==> config.mk <==
export PLATFORM = sky130hd
export DESIGN_NAME = ycbcr_block_scheduler
export DESIGN_NICKNAME = d
export VERILOG_FILES = /design/src/rtl/ycbcr_block_scheduler_pkg.sv /design/src/rtl/ycbcr_block_scheduler_block_bank.sv /design/src/rtl/ycbcr_block_scheduler.sv
export SDC_FILE = /design/constraint.sdc
export NUM_CORES = 2
export LEC_CHECK = 0
export ABC_CLOCK_PERIOD_IN_PS = 3700
export BUFFER_PORTS_ARGS = -buffer_cell sky130_fd_sc_hd__buf_2
export CORE_ASPECT_RATIO = 0.75
export CORE_UTILIZATION = 53
export DETAILED_ROUTE_END_ITERATION = 7
export PLACE_DENSITY = 0.67
export SLEW_MARGIN = 0
export SYNTH_ARGS = -nofsm -noshare
export SYNTH_HDL_FRONTEND = slang
export SYNTH_SLANG_ARGS = --single-unit
==> constraint.sdc <==
create_clock -name clk -period 3.7 [get_ports clk]
set_clock_uncertainty 0.15 [all_clocks]
set_input_delay 0.37 -clock clk [delete_from_list [all_inputs] [get_ports clk]]
set_output_delay 0.37 -clock clk [all_outputs]
set_load 0.02 [all_outputs]
==> src/rtl/ycbcr_block_scheduler_pkg.sv <==
// Shared types and constants for the YCbCr block scheduler: component tags,
// read-FSM states and the default block size.
package ycbcr_block_scheduler_pkg;

  localparam int BLOCK_SAMPLES = 64;
  localparam int NUM_COMP      = 3;

  typedef enum logic [1:0] {
    COMP_Y  = 2'd0,
    COMP_CB = 2'd1,
    COMP_CR = 2'd2
  } comp_t;

  typedef enum logic [1:0] {
    IDLE,
    SEND_Y,
    SEND_CB,
    SEND_CR
  } sched_state_t;

  function automatic comp_t state_comp(input sched_state_t s);
    case (s)
      SEND_CB: return COMP_CB;
      SEND_CR: return COMP_CR;
      default: return COMP_Y;
    endcase
  endfunction

endpackage

==> src/rtl/ycbcr_block_scheduler_block_bank.sv <==
// One ping-pong bank: 3 component planes of BLOCK_SAMPLES samples each, with a
// triple write port and a single combinational read port.
module ycbcr_block_scheduler_block_bank
  import ycbcr_block_scheduler_pkg::*;
#(
  parameter int DATA_WIDTH    = 10,
  parameter int BLOCK_SAMPLES = ycbcr_block_scheduler_pkg::BLOCK_SAMPLES,
  parameter int IDX_W         = $clog2(BLOCK_SAMPLES)
) (
  input  logic                  clk,
  input  logic                  we_i,
  input  logic [IDX_W-1:0]      wr_idx_i,
  input  logic [DATA_WIDTH-1:0] wr_data_i [NUM_COMP],
  input  comp_t                 rd_comp_i,
  input  logic [IDX_W-1:0]      rd_idx_i,
  output logic [DATA_WIDTH-1:0] rd_data_o
);

  logic [DATA_WIDTH-1:0] mem_q [NUM_COMP][BLOCK_SAMPLES];

  // NOTE: sample storage has no reset; the full flags decide what is valid,
  // so clearing it would only add reset fan-out.
  always_ff @(posedge clk) begin
    if (we_i) begin
      for (int c = 0; c < NUM_COMP; c++) begin
        mem_q[c][wr_idx_i] <= wr_data_i[c];
      end
    end
  end

  always_comb begin
    case (rd_comp_i)
      COMP_CB: rd_data_o = mem_q[1][rd_idx_i];
      COMP_CR: rd_data_o = mem_q[2][rd_idx_i];
      default: rd_data_o = mem_q[0][rd_idx_i];
    endcase
  end

endmodule

==> src/rtl/ycbcr_block_scheduler.sv <==
// Collects 8x8 blocks of YCbCr triples into two banks and streams each block
// to the DCT as back-to-back Y, Cb, Cr planes under valid/ready.
module ycbcr_block_scheduler
  import ycbcr_block_scheduler_pkg::*;
#(
  parameter int DATA_WIDTH    = 10,
  parameter int BLOCK_SAMPLES = ycbcr_block_scheduler_pkg::BLOCK_SAMPLES
) (
  input  logic                  clk,
  input  logic                  rst_n,
  input  logic [DATA_WIDTH-1:0] in_data [NUM_COMP],
  input  logic                  in_valid,
  output logic                  in_ready,
  output logic [DATA_WIDTH-1:0] out_data,
  output logic [1:0]            out_comp,
  output logic                  out_sob,
  output logic                  out_eob,
  output logic                  out_valid,
  input  logic                  out_ready
);

  localparam int               IDX_W    = $clog2(BLOCK_SAMPLES);
  localparam logic [IDX_W-1:0] LAST_IDX = IDX_W'(BLOCK_SAMPLES - 1);

  logic [1:0]       full_q, full_d;
  logic             wr_bank_q, wr_bank_d;
  logic [IDX_W-1:0] wr_idx_q, wr_idx_d;
  logic             rd_bank_q, rd_bank_d;
  logic [IDX_W-1:0] rd_idx_q, rd_idx_d;
  sched_state_t     state_q, state_d;

  logic             wr_fire, wr_done, rd_done;
  comp_t            rd_comp;
  logic [DATA_WIDTH-1:0] bank_rd_data [2];

  // in_ready depends only on registered flags, never on in_valid.
  assign in_ready = !full_q[wr_bank_q];
  assign wr_fire  = in_valid && in_ready;
  assign wr_done  = wr_fire && (wr_idx_q == LAST_IDX);

  for (genvar b = 0; b < 2; b++) begin : g_bank
    ycbcr_block_scheduler_block_bank #(
      .DATA_WIDTH    (DATA_WIDTH),
      .BLOCK_SAMPLES (BLOCK_SAMPLES)
    ) u_bank (
      .clk       (clk),
      .we_i      (wr_fire && (wr_bank_q == 1'(b))),
      .wr_idx_i  (wr_idx_q),
      .wr_data_i (in_data),
      .rd_comp_i (rd_comp),
      .rd_idx_i  (rd_idx_q),
      .rd_data_o (bank_rd_data[b])
    );
  end

  // NOTE: every signal assigned here gets a default first, so no path leaves
  // a value unassigned and no latch is inferred.
  always_comb begin
    state_d   = state_q;
    rd_idx_d  = rd_idx_q;
    rd_bank_d = rd_bank_q;
    rd_done   = 1'b0;
    out_valid = 1'b0;
    rd_comp   = COMP_Y;
    case (state_q)
      IDLE: begin
        if (full_q[rd_bank_q]) state_d = SEND_Y;
      end
      SEND_Y, SEND_CB, SEND_CR: begin
        out_valid = 1'b1;
        rd_comp   = state_comp(state_q);
        if (out_ready) begin
          rd_idx_d = rd_idx_q + 1'b1;
          if (rd_idx_q == LAST_IDX) begin
            case (state_q)
              SEND_Y:  state_d = SEND_CB;
              SEND_CB: state_d = SEND_CR;
              default: begin
                // Chain straight into the other bank if it is already waiting.
                rd_done   = 1'b1;
                rd_bank_d = ~rd_bank_q;
                state_d   = full_q[~rd_bank_q] ? SEND_Y : IDLE;
              end
            endcase
          end
        end
      end
      default: state_d = IDLE;
    endcase
  end

  always_comb begin
    full_d    = full_q;
    wr_idx_d  = wr_idx_q;
    wr_bank_d = wr_bank_q;
    if (wr_fire) begin
      wr_idx_d = wr_idx_q + 1'b1;
      if (wr_done) begin
        full_d[wr_bank_q] = 1'b1;
        wr_bank_d         = ~wr_bank_q;
      end
    end
    // The writer never targets a full bank, so set and clear cannot collide.
    if (rd_done) full_d[rd_bank_q] = 1'b0;
  end

  assign out_comp = rd_comp;
  assign out_data = out_valid ? bank_rd_data[rd_bank_q] : '0;
  assign out_sob  = out_valid && (rd_idx_q == '0);
  assign out_eob  = out_valid && (rd_idx_q == LAST_IDX);

  // NOTE: state registers use non-blocking assignments so every register
  // samples the pre-edge values of the others.
  always_ff @(posedge clk or negedge rst_n) begin
    if (!rst_n) begin
      full_q    <= '0;
      wr_bank_q <= 1'b0;
      wr_idx_q  <= '0;
      rd_bank_q <= 1'b0;
      rd_idx_q  <= '0;
      state_q   <= IDLE;
    end else begin
      full_q    <= full_d;
      wr_bank_q <= wr_bank_d;
      wr_idx_q  <= wr_idx_d;
      rd_bank_q <= rd_bank_d;
      rd_idx_q  <= rd_idx_d;
      state_q   <= state_d;
    end
  end

endmodule

; ---- Yosys cells after proc, flatten, opt, wreduce, memory -nomap -nowiden
; Memories as Yosys holds them, arrays and structs flattened.
; Index checks and enable logic that the tools add are counted.
; Widths: inputs -> output; s select.
[op_classes]
n_addsub = 2
multipliers = 0
div = 0
magnitude_cmp = 9
eq_ne = 10
shift = 0
mux = 56
bitwise_logic = 9
reduce_logical = 18
[op_table]
columns = cell, n
row1 = $mux 640, 2
row2 = $bmux 10 s6, 6
row3 = $mux 10, 17
row4 = $demux 10 s6, 1
row5 = $pmux 10 s2, 2
row6 = $mux 1, 16
row7 = $ge 7x7->1 const B, 2
row8 = $mux 2, 7
row9 = $not 6->7, 2
row10 = $add 6x1->6 const B, 2
row11 = $eq 6x6->1 const B, 2
row12 = $pmux 2 s2, 3
row13 = $logic_and 1x1->1, 9
row14 = $lt 7x1->1 const B, 1
row15 = $eq 2x2->1 const B, 3
row16 = $logic_not 6->1, 1
row17 = $lt 1x2->1 const B, 3
row18 = $ne 2x2->1 const B, 3
row19 = $eq 2x1->1 const B, 2
row20 = $reduce_and 2->1, 2
row21 = $reduce_and 4->1, 1
row22 = $not 1->1, 3
row23 = $reduce_and 3->1, 1
row24 = $reduce_or 3->1, 1
row25 = 10 further kinds, 12
[totals]
register_bits = 18
latchBits = 0
ramBits = 3840
rom_bits = 0
input_bits = 34
output_inout_bits = 16
elab_cells = 112
mem_count = 2
[mem_list]
columns = memory, depth, width, read_ports, rd_clocked_by_memory_dff, write_ports, line
row1 = g_bank[0].u_bank.mem_q, 3, 640, 3, 0, 3, ycbcr_block_scheduler_block_bank.sv:19  ; logic [DATA_WIDTH-1:0] mem_q [NUM_COMP][BLOCK_SAMPLES];
row2 = g_bank[1].u_bank.mem_q, 3, 640, 3, 0, 3, ycbcr_block_scheduler_block_bank.sv:19

; ---- Logic depth before layout (Yosys ltp)
[depth]
depth_word = 9
mapped_depth = 14
mapped_depth_nobuf = 9

; ---- Hierarchy
; A second synthesis with hierarchy kept.
[unflattened]
hier_cells = 6771
area_unflattened_um2 = 148311.0
[by_module_without_submodules]
columns = module, n_inst, cells_each, area_each_um2, seq_area_each_um2
row1 = ycbcr_block_scheduler_block_bank, 2, 3330, 73598.1, 57655.3
row2 = ycbcr_block_scheduler, 1, 111, 1114.8, 450.4

; ---- Least setup slack after synthesis
; OpenSTA, ideal clock, no wires.
[synth_path]
kind = reg2reg
from = register wr_bank_q
to = memory g_bank[0].u_bank.mem_q[0][1600] in the netlist's numbering (enable)
setup_ns = 0.462
arrival_ns = 3.447
required_time_ns = 3.088
slack_ns = -0.358
stages_incl_launch_ff = 4
path_buffers = 1
synth_period_minus_slack_ns = 4.058
cell_sequence = dfrtp_1 > clkbuf_1 > nor3b_1 > nor3b_1
[synth_lines]
columns = element, line
row1 = from (decl), ycbcr_block_scheduler.sv:26  ; logic wr_bank_q, wr_bank_d;
row2 = from (signal assigned), ycbcr_block_scheduler.sv:124  ; wr_bank_q <= wr_bank_d;
row3 = to (decl), ycbcr_block_scheduler_block_bank.sv:19

; ---- Worst setup path after layout
[layout_path]
from = register rd_idx_q[1]
to = output port out_data[1]
[layout_between]
elab_chain_cells = 9
word_cells_on_any_way = 25
classes_between = mux: 24 / bitwise: 1
[layout_lines]
columns = element, line
row1 = from (decl), ycbcr_block_scheduler.sv:29  ; logic [IDX_W-1:0] rd_idx_q, rd_idx_d;
row2 = from (signal assigned), ycbcr_block_scheduler.sv:127  ; rd_idx_q <= rd_idx_d;
row3 = $not 6->7 (implied by the code) (*), "ycbcr_block_scheduler_block_bank.sv:33, ycbcr_block_scheduler_block_bank.sv:34, ycbcr_block_scheduler_block_bank.sv:35"
row4 = $bmux 10 s6 (on tied branches), "ycbcr_block_scheduler_block_bank.sv:35, ycbcr_block_scheduler_block_bank.sv:33, ycbcr_block_scheduler_block_bank.sv:34"
row5 = $mux 10 (on tied branches) (2 in series), "ycbcr_block_scheduler_block_bank.sv:35, ycbcr_block_scheduler_block_bank.sv:33, ycbcr_block_scheduler_block_bank.sv:34"
row6 = $pmux 10 s2, ycbcr_block_scheduler_block_bank.sv:32  ; case (rd_comp_i)
row7 = $mux 10 (implied by the code) (*) (3 in series), ycbcr_block_scheduler.sv:108  ; assign out_data = out_valid ? bank_rd_data[rd_bank_q] : '0;
row8 = $mux 10 (*), ycbcr_block_scheduler.sv:108
row9 = to (decl), ycbcr_block_scheduler.sv:14  ; output logic [DATA_WIDTH-1:0] out_data,
; Mark *: on every way between the ends. The rest lies on a longest branch, timed or not. The select of a mux whose other input is x is not followed.

==> run_results.csv <==
group,metric,value,unit
pwr,switching_share,33.1,%
sta,fin_ws,-1.35,ns
synthesis,synth_edf_count,3840,
sta,period_share,136,%
grt,grt_pass1_vias,75500,
pwr,p_comb_share,38.0,%
pwr,leakagePower,56.4,nW
setup_path,worst-path-buf-inv,3,
setup_path,crit_path_top_delay_cell,"dfrtp_4",
setup_path,critPathTopFamily,"compound AO/OA/AOI/OAI gates",
synthesis,netlist_area,148000,um^2
grt,grt_usage,32.0,%
final_layout,nFillCells,18100,
pwr,ir_drop,0.494,mV
setup_path,r2r_cells,4,
synthesis,synth_seq_cells,3858,
setup_path,critPathMaxFanout,16,
final_layout,drive_above_1_share,35.9,%
placed_design,gp_congestion,0.964,
setup_path,cp.depth,10,
setup_path,r2r_slack,0.56,ns
grt,antenna_found_initial,24,
clock_tree,cts_sinks,3858,
synthesis,async_reset_ff_share,0.467,%
sta,rsz0062_at_grt,"yes",
pwr,p_switching,0.0457,W
sta,min_period,5.05,ns
hold_path,min_path_type,"input pin to flop",
pwr,powerDensity,786,nW/um^2
placed_design,dpl.hpwl,268,mm
synthesis,netlist-cell-type-count,76,
synthesis,ys_seq_area_share,78.0,%
route,ant_nets,0,
pwr,seqPwrFrac,35.7,%
setup_path,cp-endpoint,"out_data[1]",
setup_path,worstSetupPathType,"flop to output pin",
clock_tree,ctsLongestPathBuffers,4,
clock_tree,h-tree-depth,5,
sta,worst_pin_slew,1.23,ns
grt,grt_start_max_net_pins,129,
floorplanning,io_pins,50,
sta,setup_viol,10,
setup_path,slowest_delay,0.50,ns
setup_path,crit_path_start_kind,"flop",
grt,grt_pass1_wl,617,mm
synthesis,netlist_instances,6498,
floorplanning,initial_utilization,53.5,%
synthesis,synth.yosys.warnings,0,
sta,holdWs,0.0517,ns
route,dr_total_vias,78700,
synthesis,synth.avg_cell_area,22.8,um^2
floorplanning,die_x,613,um
hold_path,whs_path_depth,1,
sta,timing.fmax,0.198,GHz
clock_tree,cts_tree,"yes",
route,routedWlPerCell,38.9,um
setup_path,crit_chain,"buf_12 > and2_2 > buf_4 > a221o_1 > o22ai_2 > a211o_4 > nand4_1 > a32o_2 > a21oi_4 > buf_6",
route,firstDrtPassIters,6,
clock_tree,cts.clk_slew.worst_paths,0.06,ns
setup_path,crit_arrival,4.53,ns
route,viasPerCell,6.81,
clock_tree,clk_latency,0.93,ns
route,wl,450,mm
final_layout,syn2layout_area_growth,18.5,%
setup_path,endpoint_kind,"output pin",
outcome,outcome,"finished, violations left",
sta,hold_viol,0,
setup_path,r2r-start,"wr_idx_q[3]",
clock_tree,cts_buffers,356,
floorplanning,die-area,282000,um^2
floorplanning,design.core.area,277000,um^2
final_layout,fin_area,176000,um^2
placed_design,dpl_cell_area,161000,um^2
pwr,p_int,0.0924,W
setup_path,critPathLaunch,"rd_idx_q[1]",
floorplanning,die_h,460,um
setup_path,reg2reg_to,"g_bank[0].u_bank.mem_q[0][543]",
clock_tree,cts-root-buf,"clkbuf_16",
synthesis,synthFlopType,"edfxtp_1",
grt,grt_overflow,0,
outcome,violations,"setup timing",
final_layout,nNetsFinal,7587,
placed_design,port-buffer-count,49,
route,drc,0,
pwr,clockPowerShare,26.2,%
run,max_cap_viol_count,0,
synthesis,synth_fp_nets,6538,
sta,relSlewSlack,17.9,%
route,initialDrtViolationCount,14200,
floorplanning,rows,167,
setup_path,required,3.18,ns
sta,drv_slew,0,
==> per-stage QoR <==
stage          TNS [ns]  cells  power (W)  setup slack, ns  utilization [%]
2_1_floorplan         0   6498     0.0733           0.0272                -
3_3_place_gp     -10.05  10800     0.0962            -1.66             58.1
3_5_place_dp     -10.06  10800     0.0964            -1.70             58.1
6_report         -12.32  11600      0.138            -1.35             63.4
4_1_cts          -11.78  11500      0.136            -1.23             63.2
5_1_grt          -12.20  11600      0.141            -1.30             63.4
==> placed cells by master, fill, tap and decap left out, types with 66 or more instances in the layout <==
cell type | Yosys | final
nor2_4 | 0 | 127
nand2_1 | 155 | 153
mux2i_1 | 237 | 227
buf_12 | 0 | 182
clkbuf_16 | 0 | 369
clkinv_1 | 1 | 82
a22oi_1 | 91 | 83
mux4_2 | 966 | 966
clkinv_2 | 1 | 80
edfxtp_1 | 3840 | 3840
nor2_1 | 198 | 66
buf_4 | 50 | 760
==> sequential cells by signal (all words and copies together) (netlist names) <==
name	count
wr_idx_q	6
state_q	2
g_bank.u_bank.mem_q	3840
wr_bank_q	1
full_q	2
rd_idx_q	6
rd_bank_q	1
==> area by class of cell <==
cell class | count | area, um^2 | share of cell area (%)
well taps | 3718 | 4650 | 2.65
inverters | 12 | 63.8 | 0.0363
flip-flops and latches | 3858 | 116000 | 65.9
multi-input cells | 2254 | 32400 | 18.4
clock inverters | 221 | 1900 | 1.08
clock buffers | 427 | 9350 | 5.32
diodes | 5 | 12.5 | 0.00712
repair buffers | 1065 | 11600 | 6.61
==> cells in the mapped netlist (10+ instances only) <==
cell type | number | share of area (%)
a31oi_1 | 27 | 0.11
o22ai_1 | 53 | 0.22
o21ai_0 | 47 | 0.16
and2_1 | 12 | 0.051
buf_2 | 83 | 0.28
mux2i_1 | 237 | 1.6
nand2_1 | 155 | 0.39
edfxtp_1 | 3840 | 78
nor2b_1 | 18 | 0.076
nor2_1 | 198 | 0.50
clkbuf_1 | 155 | 0.39
o221ai_1 | 25 | 0.15
nor3_1 | 13 | 0.044
a22oi_1 | 91 | 0.46
mux2_2 | 26 | 0.20
a221oi_1 | 31 | 0.18
buf_6 | 50 | 0.38
dfrtp_1 | 18 | 0.30
mux4_2 | 966 | 15
a22o_1 | 10 | 0.059
a211oi_1 | 26 | 0.13
buf_4 | 50 | 0.25
buf_1 | 30 | 0.076
nand2b_1 | 16 | 0.067
o211ai_1 | 19 | 0.096
a21oi_1 | 55 | 0.19
a2111oi_0 | 12 | 0.071
and3_1 | 17 | 0.072
nand3_1 | 51 | 0.17
xnor2_1 | 10 | 0.059
==> per-layer routing <==
layer | global-route usage, % | wire length, um | vias up
li1 | - | - | 29900
met1 | 47.5 | 168000 | 41600
met2 | 45.2 | 193000 | 6284
met3 | 10.2 | 70500 | 885
met4 | 10.9 | 18300 | 8
met5 | 0.412 | 50 | -
==> power groups by stage <==
| stage | registers (W) | clock network [W] | logic (W) |
|---|---|---|---|
| final | 0.0494 | 0.0362 | 0.0525 |
| after global routing | 0.0494 | 0.0381 | 0.0534 |
| after CTS | 0.0493 | 0.0364 | 0.0503 |
| after detailed placement | 0.0503 | 0 | 0.0461 |
| after global placement | 0.0503 | 0 | 0.0459 |
| after floorplan | 0.0501 | 0 | 0.0232 |
==> what timing repair did <==
item | in CTS | in global routing
setup buffers | 71 | 14
pin swaps | 38 | 31
cloned | 27 | 5
setup endpoints to repair | 12 | 11
hold endpoints to repair | 927 | 0
gates resized for setup | 220 | 66
hold buffers | 25 | 0
==> how the worst min path moves through the flow <==
| stage | start | slack [ns] | to |
|---|---|---|---|
| global placement | rst_n | 0.21 | state_q[0] |
| detailed placement | rst_n | 0.21 | rd_idx_q[4] |
| CTS | in_data[26] | 0.004 | g_bank[1].u_bank.mem_q[0][226] |
| global route | in_data[26] | 0.03 | g_bank[1].u_bank.mem_q[0][226] |
| floorplan | rst_n | -0.08 | full_q[0] |
| finish | in_data[25] | 0.05 | g_bank[0].u_bank.mem_q[0][55] |
==> cell families (layout without fill, tap and decap cells) <==
kind of cell / after synthesis / in the layout / synth area share, %
DFF: 3858 / 3858 / 78.0
muxes: 1229 / 1229 / 16.5
and+or+nand+nor: 535 / 535 / 1.64
AOI/OAI and AO/OA: 472 / 472 / 2.28
buffers and inverters: 386 / 1725 / 1.47
xor gates and xnor gates: 12 / 12 / 0.0708
adders and majority gates: 6 / 6 / 0.0506
other: 0 / 5 / 0
==> worst register-to-register path: stages, from the launching register on <==
cell and delay (ns):
dfrtp_1 0.55, or3b_2 0.75, nand2b_1 0.50, nor2_4 0.19
buf_4 0.54
Note: power is estimated with default switching activity, not from simulation.
